===== src/rtl/add_result_queue_if.sv =====
// Handshake bus between an adder result producer, the result queue and writeback.
interface add_result_queue_if #(parameter int TAG_W = 5);
  logic             in_valid;
  logic             in_ready;
  logic [31:0]      in_a;
  logic [31:0]      in_b;
  logic [31:0]      in_sum;
  logic [TAG_W-1:0] in_tag;
  logic             out_valid;
  logic             out_ready;
  logic [31:0]      out_sum;
  logic [TAG_W-1:0] out_tag;
  logic [3:0]       out_flags;

  modport master (
    output in_valid, in_a, in_b, in_sum, in_tag, out_ready,
    input  in_ready, out_valid, out_sum, out_tag, out_flags
  );

  modport slave (
    input  in_valid, in_a, in_b, in_sum, in_tag, out_ready,
    output in_ready, out_valid, out_sum, out_tag, out_flags
  );
endinterface


===== src/rtl/add_result_queue.sv =====
// Circular FIFO of adder results; NZCV flags are derived at push time and
// stored with the sum and destination tag. Counts writeback stall cycles.
module add_result_queue #(
  parameter int DEPTH = 4,
  parameter int TAG_W = 5
) (
  input  logic                clk,
  input  logic                reset,
  add_result_queue_if.slave   bus,
  input  logic                flush,
  output logic [15:0]         stall_cnt
);
  localparam int PTR_W = (DEPTH > 1) ? $clog2(DEPTH) : 1;
  localparam int CNT_W = $clog2(DEPTH + 1);

  typedef struct packed {
    logic [31:0]      sum;
    logic [TAG_W-1:0] tag;
    logic [3:0]       flags;
  } entry_t;

  entry_t           mem_q [DEPTH];
  logic [PTR_W-1:0] rd_ptr_q, rd_ptr_d, wr_ptr_q, wr_ptr_d;
  logic [CNT_W-1:0] cnt_q, cnt_d;
  logic [15:0]      stall_q, stall_d;
  logic             push, pop;
  entry_t           in_entry;

  function automatic logic [PTR_W-1:0] ptr_inc(input logic [PTR_W-1:0] p);
    return (p == PTR_W'(DEPTH - 1)) ? '0 : p + 1'b1;
  endfunction

  // {N, Z, C, V}; carry/overflow reconstructed from operand and sum sign bits
  function automatic logic [3:0] calc_flags(input logic [31:0] a, b, s);
    logic n, z, c, v;
    n = s[31];
    z = (s == 32'd0);
    c = (a[31] & b[31]) | ((a[31] | b[31]) & ~s[31]);
    v = (a[31] == b[31]) & (s[31] != a[31]);
    return {n, z, c, v};
  endfunction

  always_comb begin
    bus.in_ready  = (cnt_q < CNT_W'(DEPTH));
    bus.out_valid = (cnt_q != '0);
    push          = bus.in_valid & bus.in_ready;
    pop           = bus.out_valid & bus.out_ready;
    in_entry      = '{sum: bus.in_sum, tag: bus.in_tag,
                      flags: calc_flags(bus.in_a, bus.in_b, bus.in_sum)};
    rd_ptr_d      = rd_ptr_q;
    wr_ptr_d      = wr_ptr_q;
    cnt_d         = cnt_q;
    stall_d       = stall_q;
    if (bus.out_valid && !bus.out_ready && stall_q != 16'hFFFF)
      stall_d = stall_q + 16'd1;
    if (flush) begin
      rd_ptr_d = '0;
      wr_ptr_d = '0;
      cnt_d    = '0;
    end else begin
      if (push) wr_ptr_d = ptr_inc(wr_ptr_q);
      if (pop)  rd_ptr_d = ptr_inc(rd_ptr_q);
      case ({push, pop})
        2'b10:   cnt_d = cnt_q + 1'b1;
        2'b01:   cnt_d = cnt_q - 1'b1;
        default: cnt_d = cnt_q;
      endcase
    end
  end

  always_ff @(posedge clk) begin
    if (reset) begin
      rd_ptr_q <= '0;
      wr_ptr_q <= '0;
      cnt_q    <= '0;
      stall_q  <= '0;
    end else begin
      rd_ptr_q <= rd_ptr_d;
      wr_ptr_q <= wr_ptr_d;
      cnt_q    <= cnt_d;
      stall_q  <= stall_d;
    end
  end

  // Storage is not reset; it is only observable through the head while out_valid
  always_ff @(posedge clk) begin
    if (push && !flush && !reset) mem_q[wr_ptr_q] <= in_entry;
  end

  assign bus.out_sum   = mem_q[rd_ptr_q].sum;
  assign bus.out_tag   = mem_q[rd_ptr_q].tag;
  assign bus.out_flags = mem_q[rd_ptr_q].flags;
  assign stall_cnt     = stall_q;
endmodule

===== src/flat_wrapper.sv =====
// flat-port wrapper written by rule: the top's interface ports become plain ports
module add_result_queue_flat 
#(
  parameter int DEPTH = 4,
  parameter int TAG_W = 5
)
  (clk, reset, flush, stall_cnt, bus_in_valid, bus_in_a, bus_in_b, bus_in_sum, bus_in_tag, bus_out_ready, bus_in_ready, bus_out_valid, bus_out_sum, bus_out_tag, bus_out_flags);
  add_result_queue_if #(.TAG_W(TAG_W)) bus_i ();
  input  logic clk;
  input  logic reset;
  input  logic flush;
  output logic [15:0] stall_cnt;
  input wire logic [$bits(bus_i.in_valid)-1:0] bus_in_valid;
  input wire logic [$bits(bus_i.in_a)-1:0] bus_in_a;
  input wire logic [$bits(bus_i.in_b)-1:0] bus_in_b;
  input wire logic [$bits(bus_i.in_sum)-1:0] bus_in_sum;
  input wire logic [$bits(bus_i.in_tag)-1:0] bus_in_tag;
  input wire logic [$bits(bus_i.out_ready)-1:0] bus_out_ready;
  output wire logic [$bits(bus_i.in_ready)-1:0] bus_in_ready;
  output wire logic [$bits(bus_i.out_valid)-1:0] bus_out_valid;
  output wire logic [$bits(bus_i.out_sum)-1:0] bus_out_sum;
  output wire logic [$bits(bus_i.out_tag)-1:0] bus_out_tag;
  output wire logic [$bits(bus_i.out_flags)-1:0] bus_out_flags;
  assign bus_i.in_valid = bus_in_valid;
  assign bus_i.in_a = bus_in_a;
  assign bus_i.in_b = bus_in_b;
  assign bus_i.in_sum = bus_in_sum;
  assign bus_i.in_tag = bus_in_tag;
  assign bus_i.out_ready = bus_out_ready;
  assign bus_in_ready = bus_i.in_ready;
  assign bus_out_valid = bus_i.out_valid;
  assign bus_out_sum = bus_i.out_sum;
  assign bus_out_tag = bus_i.out_tag;
  assign bus_out_flags = bus_i.out_flags;
  add_result_queue #(.DEPTH(DEPTH), .TAG_W(TAG_W)) u_core (.clk(clk), .reset(reset), .bus(bus_i), .flush(flush), .stall_cnt(stall_cnt));
endmodule

===== config.mk =====
export PLATFORM = sky130hd
export DESIGN_NAME = add_result_queue_flat
export DESIGN_NICKNAME = d
export VERILOG_FILES = /design/src/rtl/add_result_queue_if.sv /design/src/rtl/add_result_queue.sv /design/src/flat_wrapper.sv
export SDC_FILE = /design/constraint.sdc
export NUM_CORES = 1
export LEC_CHECK = 0
export CORE_ASPECT_RATIO = 1.2
export CORE_MARGIN = 3
export CORE_UTILIZATION = 45
export DETAILED_ROUTE_END_ITERATION = 10
export GPL_TIMING_DRIVEN = 0
export PLACE_DENSITY_LB_ADDON = 0.12
export SYNTH_ARGS = -nofsm -noshare
export SYNTH_HDL_FRONTEND = slang
export SYNTH_SLANG_ARGS = --single-unit

===== constraint.sdc =====
create_clock -name clk -period 2.19 [get_ports clk]
set_clock_uncertainty 0.2 [all_clocks]
set_input_delay 0.3285 -clock clk [delete_from_list [all_inputs] [get_ports clk]]
set_output_delay 0.3285 -clock clk [all_outputs]
set_load 0.005 [all_outputs]

# --- Word level (Yosys, flattened, before mapping) ---
# Memory sizes are Yosys's and may differ from the RTL's. A register that Yosys moved wholly into a read port is not among the register bits.
# Index checks and enable logic that the tools add are counted.
classes:
  eq_ne: 7
  add_sub_neg: 5
  n_reduce_logical: 11
  mux: 7
  order_cmp: 1
  bitwise_logic: 8
op_table:
  columns: ["cell", "n"]
  rows:
  - ["32-bit zero test", 1]
  - ["16-bit by 1-bit adder with 16-bit output (second input constant)", 1]
  - ["16-bit inequality test (second input constant)", 1]
  - ["2-bit two-way mux", 4]
  - ["2-bit == test (second input constant)", 3]
  - ["3-bit case mux with 2 select lines", 1]
  - ["1-bit AND", 5]
  - ["2-bit by 1-bit adder with 2-bit output (second input constant)", 2]
  - ["1-bit logical AND", 4]
  - ["3-bit by 1-bit adder with 3-bit output (second input constant)", 1]
  - ["1-bit zero test", 3]
  - ["3-bit less-than comparator (second input constant)", 1]
  - ["3-bit nonzero test", 1]
  - ["3-bit by 1-bit subtractor with 3-bit output (second input constant)", 1]
  - ["2-bit by 1-bit == test with 1-bit output (second input constant)", 1]
  - ["1-bit two-way mux", 2]
  - ["1-bit bitwise OR", 2]
  - ["2-bit nonzero test", 1]
  - ["2-bit OR reduction", 1]
  - ["1-bit == test", 1]
  - ["1-bit inequality test", 1]
  - ["1-bit NOT", 1]
word_totals:
  n_memories: 1
  regBits: 23
  inputBits: 106
  mem_bits_rw: 164
  out_inout_bits: 59
  wordCells: 44
memory_table:
  columns: ["memory", "depth", "width", "rd", "rd_clocked_by_memory_dff", "wr", "line", "source"]
  rows:
  - ["u_core.mem_q", 4, 41, 1, 1, 1, "add_result_queue.sv:22", "entry_t mem_q [DEPTH];"]

# --- Logic depth before layout (Yosys ltp) ---
# Gate-level depths: netlist (run 1).
logic_depth:
  depth_word: 6
  depth_mapped: 10

# --- Least setup slack after synthesis (run 1) ---
# OpenSTA, ideal clock, no wires.
synth_path:
  path_kind: "input to register"
  start: "in reset"
  end: "mem u_core.mem_q[0][0] (netlist bit) (enable)"
  setup_time_ns: 0.401
  slack_ns: -0.109
  cell_stages: 3
  required_ns: 1.589
  path_buffers: 1
  t_arrival_ns: 1.698
  cell_sequence: "clkbuf_1 > nor2_1 > and3_1"
synth_via:
  elab_chain_cells: 4
synth_rtl:
  columns: ["element", "line", "source"]
  rows:
  - ["start: declaration", "flat_wrapper.sv:10", "input logic reset;"]
  - ["1-bit zero test", "add_result_queue.sv:87", "if (push && !flush && !reset) mem_q[wr_ptr_q] <= in_entry;"]
  - ["1-bit logical AND", "add_result_queue.sv:87", null]
  - ["1-bit two-way mux", "add_result_queue.sv:87", null]
  - ["1-bit two-way mux (implied by the code)", "add_result_queue.sv:87", null]
  - ["end: declaration", "add_result_queue.sv:22", null]
# No other way between the ends.

# --- Final worst setup path (run 1) ---
layout_path:
  start: "in reset"
  end: "mem u_core.mem_q[1][23] (netlist bit) (enable)"
# The elaborated chain is that of the path after synthesis.

==> run_results.csv, run 1 <==
group,metric,value,unit
run_status,outcome,"complete, but fails checks",
run_status,violations,"setup timing",
synth,syn_avg_cell_area,18.6,µm²
setup_path,cp.required,2.03,ns
grt,grt_pass1_wl,22.2,mm
setup_path,slowest_delay,0.97,ns
clocking,htreeDepth,4,
clocking,cts_buffers,17,
floorplan,die_w,121,µm
route,drtPass1Iterations,4,
floorplan,die-area,17500,µm²
layout,area_delta_synth_final,30.0,%
route,ant_nets,0,
setup_path,path_delay_family,"simple AND/OR/NAND/NOR gates",
clocking,worstSkewPairLatency,0.42,ns
synth,syn_nets,500,
layout,final_cell_area,9310,µm²
timing,rsz0062_at_grt,"true",
synth,yosysUniqueCellTypes,34,
timing,fin_ws,-0.187,ns
placement,dp_cells,690,
setup_path,slowest_stage,"and3_2",
grt,grt_pass1_vias,4262,
timing,max-slew-margin-rel,27.1,%
placement,preCtsSetupSlack,-0.678,ns
floorplan,initial_utilization,46.9,%
synth,async_reset_ff_share,0,%
route,avgViaCountPerCell,5.34,
power,power,7.06,mW
power,power.leakage,3.01,nW
setup_path,crit_fanout,40,
setup_path,r2r_setup_slack,0.01,ns
route,drtIter0Drc,283,
synth,ys_warn_count,0,
synth,syn_area,7160,µm²
power,power_density,758,nW/µm²
worst_hold_path,hold_path.class,"input port to flip-flop",
clocking,cts_tree,"done",
layout,layout_common_cells,"edfxtp_1 (160), clkdlybuf4s50_1 (60), mux4_2 (40)",
setup_path,critPathBufInv,2,
setup_path,worst_setup_path_start_kind,"input port",
placement,place_area,8440,µm²
synth,synth_edf_count,160,
placement,portBuffers,102,
layout,fin_nets,639,
job,max_cap_violations,0,
route,wl,13.9,mm
synth,netlist_instances,384,
synth,ys.flop_type,"edfxtp_1",
layout,nFillCells,1129,
grt,grt_usage,16.9,%
grt,antenna_found_initial,0,
setup_path,critPathCaptureType,"flip-flop",
clocking,cts-root-buf,"clkbuf_16",
grt,gr-total-overflow,0,
clocking,cts_sinks,185,
floorplan,die_y,144,µm
placement,hpwl,8.58,mm
floorplan,num_rows,49,
layout,mostFrequentLayoutCell,"edfxtp_1",
grt,grt_max_degree,41,
timing,fin_crit,2.38,ns
layout,drive_above_1_share,31.9,%
setup_path,arrival,2.22,ns
layout,final_core_util,61.0,%
synth,ys_ff_latch,185,
timing,clock.fmax,0.421,GHz
timing,finalCritPeriodShare,109,%
clocking,clkTransAtPathRegs,0.06,ns
timing,hold_viol,0,
placement,gp_congestion,0.820,
layout,final_cells,740,
clocking,clk_path_buf_depth,2,
route,wl_per_cell,18.8,µm
timing,worst_pin_slew,1.09,ns
setup_path,crit_chain,"clkdlybuf4s50_1 -> clkbuf_1 -> nor2_1 -> and3_2",
floorplan,ios,165,
timing,slew_viol_final,0,
route,vias,3954,
layout,n_antenna_cell,0,
timing,setup_viol,200,
route,drc,0,
floorplan,coreArea,15300,µm²
setup_path,setup.worst_path.class,"input port to flip-flop",
synth,ys_seq_area_share,74.1,%
power,ir_worst_vdd,419,µV
[kinds of logic after synthesis]
kind of cell    Yosys count  synth area share, %
buf+inv                  30                 1.71
fa+ha+maj                10                 1.85
mux                      42                 12.9
simple gates             79                 6.33
flops                   185                 74.1
xor+xnor                  3                0.367
compound gates           35                 2.76
[registers in the layout, indices dropped and copies added (netlist names), named ones only]
signal            flops
u_core.cnt_q          3
u_core.mem_q        160
u_core.rd_ptr_q       2
u_core.stall_cnt     16
u_core.wr_ptr_q       2
[Yosys cell counts (2+ instances only)]
cell type / instances / area (µm²)
mux2_1: 2 / 22.5
a21oi_1: 19 / 95.1
or2_2: 2 / 12.5
xor2_1: 2 / 17.5
buf_2: 5 / 25.0
ha_1: 9 / 113
nor4_1: 12 / 75.1
o21ai_0: 7 / 35.0
nand3_1: 4 / 20.0
edfxtp_1: 160 / 4800
dfxtp_1: 25 / 500
and3_1: 4 / 25.0
nand2_1: 12 / 45.0
nor3_1: 4 / 20.0
nor2b_1: 2 / 12.5
or4_1: 10 / 75.1
or3_1: 6 / 37.5
inv_1: 13 / 48.8
clkbuf_1: 11 / 41.3
nand4_1: 7 / 43.8
mux4_2: 40 / 901
o31ai_1: 8 / 60.1
nor2_1: 9 / 33.8
[per-layer routing]
layer	routed length (µm)	part of all wire (%)	track usage (%)
met1	5700	41	20.5
met2	7230	52	29.4
met3	819	5.9	5.44
met4	133	0.96	4.72
met5	0	0	0
[report_power, final]
| group | switching [mW] | internal (mW) |
|---|---|---|
| combinational | 0.157 | 0.201 |
| sequential | 0.0142 | 3.86 |
| clock | 1.26 | 1.56 |
| total | 1.43 | 5.63 |
[stage by stage]
stage               setup TNS [ns]  hold WS (ns)
global placement           -122.62         0.272
global route                -56.24         0.117
CTS                         -39.30         0.288
detailed placement         -120.85         0.283
finish                      -31.01         0.127
floorplan                        0         0.227
[path summary, 6_finish.rpt]
check	from	endpoint	depth (start not counted)
hold reg to reg	u_core.rd_ptr_q[0]$_SDFFE_PP0P_	flip-flop	2
hold / removal	bus_out_ready	u_core.rd_ptr_q[1]$_SDFFE_PP0P_	3
setup reg to reg	u_core.cnt_q[2]$_SDFFE_PP0P_	u_core.mem_q[1][23]$_DFFE_PP_	2
setup / recovery	reset	u_core.mem_q[1][23]$_DFFE_PP_	4
[tightest hold or removal path, stage by stage]
cell            delay, ns
dlymetal6s2s_1       0.19
nand3_1              0.10
a21oi_1              0.08
[timing repair]
item | in CTS | in global routing
resized for setup | 215 | 47
setup endpoints to repair | 207 | 217
endpoints found under the hold margin | 0 | 0
pin swaps | 0 | 3
cloned | 1 | 0
hold buffers | 0 | 0
setup buffers | 17 | 5
[cell type report]
type | instances | area, µm² | share of cell area, %
buffer | 14 | 118 | 1.26
clock buffer | 17 | 425 | 4.57
clock inverter | 15 | 126 | 1.36
inverter | 13 | 51.3 | 0.551
multi-input combinational | 169 | 1800 | 19.3
sequential | 185 | 5320 | 57.2
tap | 204 | 255 | 2.74
timing repair buffer | 123 | 1210 | 13.0
No activity file was read; power rests on OpenSTA's default activity.
==> inputs of run 2 (changes only) <==
- CAP_MARGIN: default -> 10
==> results of run 2 <==
Same layout as run 1: the final DEF is identical, and so are final timing and power.
